**config.mk**
```make
export PLATFORM = sky130hd
export DESIGN_NAME = mlow_stream_monitor
export DESIGN_NICKNAME = d
export VERILOG_FILES = /design/src/rtl/mlow_mon_pkg.sv /design/src/rtl/mlow_chan_monitor.sv /design/src/rtl/mlow_stream_monitor.sv
export SDC_FILE = /design/constraint.sdc
export NUM_CORES = 1
export LEC_CHECK = 0
export CAP_MARGIN = 10
export CORE_UTILIZATION = 52
export DETAILED_ROUTE_END_ITERATION = 7
export PLACE_DENSITY = 0.79
export SLEW_MARGIN = 25
export SYNTH_ARGS = -nofsm -noshare
export SYNTH_HDL_FRONTEND = slang
export SYNTH_HIERARCHICAL = 1
export SYNTH_SLANG_ARGS = --single-unit
```
**constraint.sdc**
```tcl
create_clock -name clk_i -period 2.8 [get_ports clk_i]
set_clock_uncertainty 0.15 [all_clocks]
set_input_delay 0.7 -clock clk_i [delete_from_list [all_inputs] [get_ports clk_i]]
set_output_delay 0.7 -clock clk_i [all_outputs]
set_load 0.03 [all_outputs]
```
**src/rtl/mlow_mon_pkg.sv**
```systemverilog
// Shared definitions for the MLow stream monitor: error bit positions,
// quality threshold and packet framing states.
package mlow_mon_pkg;

  localparam int ERR_W            = 8;
  localparam int ERR_STABLE_VALID = 0;
  localparam int ERR_STABLE_DATA  = 1;
  localparam int ERR_TIMEOUT      = 2;
  localparam int ERR_PKT_SE       = 3;
  localparam int ERR_PKT_NEST     = 4;
  localparam int ERR_PKT_ORPHAN   = 5;
  localparam int ERR_PKT_LEN      = 6;
  localparam int ERR_QUALITY      = 7;

  localparam int QUALITY_MAX = 100;

  typedef enum logic {
    IDLE = 1'b0,
    OPEN = 1'b1
  } pkt_state_e;

endpackage

```
**src/rtl/mlow_chan_monitor.sv**
```systemverilog
// Per-channel valid/ready checker: handshake stability, stall timeout and
// a saturating count of completed frames.
module mlow_chan_monitor
  import mlow_mon_pkg::*;
#(
  parameter int DATA_W      = 16,
  parameter int FRAME_LEN   = 16,
  parameter int TIMEOUT_CYC = 256,
  parameter int CNT_W       = 16
) (
  input  logic              clk_i,
  input  logic              reset_i,
  input  logic              clear_i,
  input  logic              valid_i,
  input  logic              ready_i,
  input  logic [DATA_W-1:0] data_i,
  output logic [2:0]        err_o,
  output logic [CNT_W-1:0]  frame_count_o
);

  localparam int SC_W = $clog2(TIMEOUT_CYC + 1);
  localparam int BC_W = $clog2(FRAME_LEN);

  function automatic logic [CNT_W-1:0] sat_inc(input logic [CNT_W-1:0] v);
    return (&v) ? v : v + CNT_W'(1);
  endfunction

  logic              stalled;
  logic              accept;
  logic              stall_q;
  logic [DATA_W-1:0] data_q;
  logic [SC_W-1:0]   scnt_q, scnt_d;
  logic [BC_W-1:0]   beat_q, beat_d;
  logic [CNT_W-1:0]  frame_q, frame_d;
  logic              wrap;

  assign stalled = valid_i & ~ready_i;
  assign accept  = valid_i & ready_i;

  // Violation detection plus next state of stall, beat and frame counters
  always_comb begin
    scnt_d  = scnt_q;
    beat_d  = beat_q;
    frame_d = frame_q;
    wrap    = 1'b0;
    err_o   = '0;
    err_o[ERR_STABLE_VALID] = stall_q & ~valid_i;
    err_o[ERR_STABLE_DATA]  = stall_q & valid_i & (data_i != data_q);
    if (stalled) begin
      // counter parks at TIMEOUT_CYC so the timeout is reported only once
      if (scnt_q != SC_W'(TIMEOUT_CYC)) scnt_d = scnt_q + SC_W'(1);
      err_o[ERR_TIMEOUT] = (scnt_q == SC_W'(TIMEOUT_CYC - 1));
    end else begin
      scnt_d = '0;
    end
    if (accept) begin
      if (beat_q == BC_W'(FRAME_LEN - 1)) begin
        beat_d = '0;
        wrap   = 1'b1;
      end else begin
        beat_d = beat_q + BC_W'(1);
      end
    end
    if (clear_i)   frame_d = '0;
    else if (wrap) frame_d = sat_inc(frame_q);
  end

  // Control state; reset clears the stall history so no check fires right after reset
  always_ff @(posedge clk_i) begin
    if (reset_i) begin
      stall_q <= 1'b0;
      scnt_q  <= '0;
      beat_q  <= '0;
      frame_q <= '0;
    end else begin
      stall_q <= stalled;
      scnt_q  <= scnt_d;
      beat_q  <= beat_d;
      frame_q <= frame_d;
    end
  end

  // Previous-cycle sample, only meaningful while stall_q is set
  always_ff @(posedge clk_i) begin
    data_q <= data_i;
  end

  assign frame_count_o = frame_q;

endmodule

```
**src/rtl/mlow_stream_monitor.sv**
```systemverilog
// Protocol monitor for the MLow codec datapath: per-channel handshake checks,
// packet framing FSM, quality range check, sticky error flags with an
// interrupt pulse, and saturating frame/packet counters.
module mlow_stream_monitor
  import mlow_mon_pkg::*;
#(
  parameter int DATA_W      = 16,
  parameter int NUM_CH      = 2,
  parameter int FRAME_LEN   = 16,
  parameter int PKT_W       = 8,
  parameter int MAX_PKT_LEN = 64,
  parameter int TIMEOUT_CYC = 256,
  parameter int CNT_W       = 16
) (
  input  logic                     clk_i,
  input  logic                     reset_i,
  input  logic [NUM_CH-1:0]        ch_valid_i,
  input  logic [NUM_CH-1:0]        ch_ready_i,
  input  logic [NUM_CH*DATA_W-1:0] ch_data_i,
  input  logic                     pkt_valid_i,
  input  logic                     pkt_ready_i,
  input  logic [PKT_W-1:0]         pkt_data_i,
  input  logic                     pkt_start_i,
  input  logic                     pkt_end_i,
  input  logic                     quality_valid_i,
  input  logic [7:0]               quality_metric_i,
  input  logic                     clear_i,
  output logic [ERR_W-1:0]         err_flags_o,
  output logic [NUM_CH-1:0]        err_ch_o,
  output logic                     err_irq_o,
  output logic [NUM_CH*CNT_W-1:0]  frame_count_o,
  output logic [CNT_W-1:0]         pkt_count_o
);

  localparam int LW = $clog2(MAX_PKT_LEN + 1);

  function automatic logic [CNT_W-1:0] sat_inc(input logic [CNT_W-1:0] v);
    return (&v) ? v : v + CNT_W'(1);
  endfunction

  logic [NUM_CH-1:0][2:0] ch_err;
  logic [2:0]             ch_agg;
  logic [NUM_CH-1:0]      ch_hit;

  for (genvar c = 0; c < NUM_CH; c++) begin : g_ch
    mlow_chan_monitor #(
      .DATA_W      (DATA_W),
      .FRAME_LEN   (FRAME_LEN),
      .TIMEOUT_CYC (TIMEOUT_CYC),
      .CNT_W       (CNT_W)
    ) u_chan (
      .clk_i         (clk_i),
      .reset_i       (reset_i),
      .clear_i       (clear_i),
      .valid_i       (ch_valid_i[c]),
      .ready_i       (ch_ready_i[c]),
      .data_i        (ch_data_i[c*DATA_W +: DATA_W]),
      .err_o         (ch_err[c]),
      .frame_count_o (frame_count_o[c*CNT_W +: CNT_W])
    );
  end

  // The packet payload is not inspected; only the framing markers matter
  logic pkt_data_unused;
  assign pkt_data_unused = ^pkt_data_i;

  // Merge per-channel violations into flag bits and the channel mask
  always_comb begin
    ch_agg = '0;
    ch_hit = '0;
    for (int c = 0; c < NUM_CH; c++) begin
      ch_agg    = ch_agg | ch_err[c];
      ch_hit[c] = |ch_err[c];
    end
  end

  pkt_state_e      state_q, state_d;
  logic [LW-1:0]   len_q, len_d;
  logic            pkt_acc;
  logic            pkt_done;
  logic            ev_se, ev_nest, ev_orphan, ev_len;

  assign pkt_acc = pkt_valid_i & pkt_ready_i;

  // Packet framing FSM; only accepted beats move it
  always_comb begin
    state_d   = state_q;
    len_d     = len_q;
    pkt_done  = 1'b0;
    ev_se     = 1'b0;
    ev_nest   = 1'b0;
    ev_orphan = 1'b0;
    ev_len    = 1'b0;
    if (pkt_acc) begin
      ev_se = pkt_start_i & pkt_end_i;
      case (state_q)
        IDLE: begin
          if (!pkt_start_i) begin
            ev_orphan = 1'b1;
          end else if (!pkt_end_i) begin
            state_d = OPEN;
            len_d   = LW'(1);
          end
        end
        OPEN: begin
          if (pkt_start_i) begin
            ev_nest = 1'b1;
            len_d   = LW'(1);
          end else if (pkt_end_i) begin
            state_d  = IDLE;
            pkt_done = 1'b1;
          end else if (len_q == LW'(MAX_PKT_LEN)) begin
            // this beat would be number MAX_PKT_LEN+1: abandon the packet
            ev_len  = 1'b1;
            state_d = IDLE;
          end else begin
            len_d = len_q + LW'(1);
          end
        end
        default: state_d = IDLE;
      endcase
    end
  end

  logic [ERR_W-1:0]  ev;
  logic [ERR_W-1:0]  flags_q, flags_d, flags_base;
  logic [NUM_CH-1:0] errch_q, errch_d;
  logic              irq_q, irq_d;
  logic [CNT_W-1:0]  pkt_q, pkt_d;

  // Sticky flags; an error arriving with clear_i survives the clear and still pulses irq
  always_comb begin
    ev                   = '0;
    ev[ERR_STABLE_VALID] = ch_agg[ERR_STABLE_VALID];
    ev[ERR_STABLE_DATA]  = ch_agg[ERR_STABLE_DATA];
    ev[ERR_TIMEOUT]      = ch_agg[ERR_TIMEOUT];
    ev[ERR_PKT_SE]       = ev_se;
    ev[ERR_PKT_NEST]     = ev_nest;
    ev[ERR_PKT_ORPHAN]   = ev_orphan;
    ev[ERR_PKT_LEN]      = ev_len;
    ev[ERR_QUALITY]      = quality_valid_i & (quality_metric_i > 8'(QUALITY_MAX));
    flags_base = clear_i ? '0 : flags_q;
    flags_d    = flags_base | ev;
    irq_d      = |(ev & ~flags_base);
    errch_d    = (clear_i ? '0 : errch_q) | ch_hit;
    if (clear_i)       pkt_d = '0;
    else if (pkt_done) pkt_d = sat_inc(pkt_q);
    else               pkt_d = pkt_q;
  end

  // Registered FSM, flags, irq and packet counter
  always_ff @(posedge clk_i) begin
    if (reset_i) begin
      state_q <= IDLE;
      len_q   <= '0;
      flags_q <= '0;
      errch_q <= '0;
      irq_q   <= 1'b0;
      pkt_q   <= '0;
    end else begin
      state_q <= state_d;
      len_q   <= len_d;
      flags_q <= flags_d;
      errch_q <= errch_d;
      irq_q   <= irq_d;
      pkt_q   <= pkt_d;
    end
  end

  assign err_flags_o = flags_q;
  assign err_ch_o    = errch_q;
  assign err_irq_o   = irq_q;
  assign pkt_count_o = pkt_q;

endmodule

```
==> impl_metrics.toml <==
[finish]
final_common_cell = "dfxtp_1"
n_antenna_cell = 0
nets = 876
drive_gt1_frac = 0.0822
fin_util = 0.721
syn2layout_area_growth_pct = 33.8
final_cell_mix = "dfxtp_1, clkdlybuf4s50_1, nand2_1"

[global_route]
grt_max_degree = 38
antenna_found_initial = 0
grt_pass1_wl_um = 23800
grt_usage = 0.255
overflow = 0
grt_pass1_vias = 5216

[yosys]
ys_seq_elements = 127
synth_edf_count = 0
syn_avg_cell_area_um2 = 8.87
syn-instance-count = 667
synth_flop_cell = "dfxtp_1"
synth_cell_types = 59
synth-seq-area-share = 0.430
synth_area_leader_cell = "dfxtp_1"
ys_top_cells_by_area = "dfxtp_1, xor2_1, a21oi_1"
synth.net_count = 740
syn_area_um2 = 5920
ys_warn_count = 6
ys_async_sr_fraction = 0
synth.top_cell.area_share = 0.430

[place]
portBuffers = 110
dpl.hpwl_um = 10300
place.gp.congestion = 0.881

[route]
dr.pass1.iters = 5
drcViolationCount = 0
viasPerCell = 5.94
ant_nets = 0
first_iter_violations = 415
wl_per_cell_um = 15.1
finalWirelength_um = 14400
vias = 5673

[die]
row_count = 38
core_um2 = 11000
pin_count = 119
initial_core_util = 0.539
die-area_um2 = 11800
die_w_um = 109
die_h_um = 109

[clock_tree]
htree_num_levels = 4
clock-sinks = 127
path_clk_slew_ps = 50
postCtsHoldBufs = 0
numCtsBuffers = 17
cts-resized-gates = 0
clk_latency_ps = 420
post_cts_buffers = 0
cts_root_buf = "clkbuf_16"
cts_tree = "done"
clock_path_buffers = 2

[setup_path]
critPathSlowestCell = "or4_1"
crit_chain = "clkdlybuf4s50_1 -> nand3_2 -> or4_1 -> buf_4 -> or3_1 -> a21oi_1"
rr_startpoint = "g_ch[0].u_chan/beat_q[0]"
setup.worst_path.end_class = "flip-flop"
startpoint = "ch_valid_i[0]"
crit_path_start_kind = "primary input"
r2r_slack_ps = 340
cp.arrival_ps = 2800
worst-path-buf-inv = 2
critPathTopFamily = "simple AND/OR/NAND/NOR gates"
worstPathRequired_ps = 2990
cpPeakStageDelay_ps = 710
worstPathMaxFanout = 7
worst-setup-path-type = "primary input to flip-flop"

[power_and_ir_drop]
cellPowerDensity_nw_per_um2 = 546
p_leak_nw = 2.73
power_mw = 4.32
irDropWorstVdd_uv = 545

[min_path]
min-delay-start = "err_ch_o[0]"
hp-class = "flip-flop to flip-flop"

[timing]
post-route-min-period_ps = 2610
setup_viol = 0
tightest_slew_ps = 812
fin_crit_sh = 0.931
fmax_mhz = 384
fin_hold_ws_ps = 321
hold_viol = 0
slew_violations = 0
rsz0062_at_grt = "false"
slew_headroom = 0.457

[run_status]
outcome = "finished, final reports clean"

[flow_run]
cap_violations = 0
Yosys cell counts (17+ instances only):
cell / n
a21oi_1: 54
dfxtp_1: 127
inv_1: 20
nand2_1: 60
nand3_1: 37
nand4_1: 22
nor2_1: 32
nor4_1: 17
o21ai_0: 22
or3_1: 23
or4_1: 19
xor2_1: 40
power breakdown:
part	leakage, nW	internal (mW)	total [mW]	switching (mW)
Clock	0.288	1.43	2.18	0.749
Combinational	1.40	0.142	0.271	0.129
Sequential	1.04	1.85	1.87	0.0232
routing by layer:
layer | global-route usage | part of all wire | vias to the layer above
met5 | 0 | 0 | -
met4 | 0.109 | 0.021 | 0
met3 | 0.0646 | 0.062 | 24
met2 | 0.429 | 0.48 | 199
met1 | 0.308 | 0.43 | 2691
li1 | - | - | 2759
metrics by stage:
| step | setup TNS [ps] | std cells | setup WS, ps | instance area [um^2] |
|---|---|---|---|---|
| 2_1_floorplan | 0 | 667 | 494 | 5920 |
| 3_3_place_gp | -785 | 924 | -150 | 7340 |
| 3_5_place_dp | -1180 | 924 | -200 | 7340 |
| 4_1_cts | 0 | 955 | 235 | 7920 |
| 5_1_grt | 0 | 955 | 96.7 | 7920 |
| 6_report | 0 | 955 | 194 | 7920 |
worst reg2reg max path, cell delays in order, from the launching register on:
cell and delay (ps):
dfxtp_1 380, ha_1 270, nand3_2 170, or4_1 710
buf_4 210, or3_1 340, a21oi_1 150
state kept, by name (all words and copies together) (netlist names):
| register | cells |
|---|---|
| err_ch_o | 2 |
| err_flags_o | 8 |
| err_irq_o | 1 |
| g_ch.u_chan/beat_q | 8 |
| g_ch.u_chan/data_q | 32 |
| g_ch.u_chan/frame_count_o | 32 |
| g_ch.u_chan/scnt_q | 18 |
| g_ch.u_chan/stall_q | 2 |
| len_q | 7 |
| pkt_count_o | 16 |
| state_q | 1 |
area by class of cell:
type / instances / area, um^2
Timing Repair Buffer: 137 / 1330
Fill cell: 829 / 3060
Multi-Input combinational cell: 500 / 3220
Sequential cell: 127 / 2540
Tap cell: 140 / 175
Inverter: 20 / 75.1
Clock buffer: 24 / 472
Clock inverter: 7 / 110
worst paths after layout:
check	to	cells past startpoint
setup / recovery	g_ch[0].u_chan/frame_count_o[7]	6
hold / removal	err_ch_o[0]	2
setup reg to reg	g_ch[0].u_chan/frame_count_o[7]	6
hold reg to reg	err_ch_o[0]	2
logic make-up (layout without fill, tap and decap cells):
kind of cell               count (synthesis)  after routing  synth area share
AOI/OAI and AO/OA                        131            131             0.142
xor gates and xnor gates                  48             48            0.0710
adders and majority gates                 13             13            0.0275
buffers and inverters                     40            188            0.0268
DFF                                      127            127             0.430
muxes                                     14             14            0.0237
and+or+nand+nor                          294            294             0.279
Note: power is estimated with default switching activity, not from simulation.
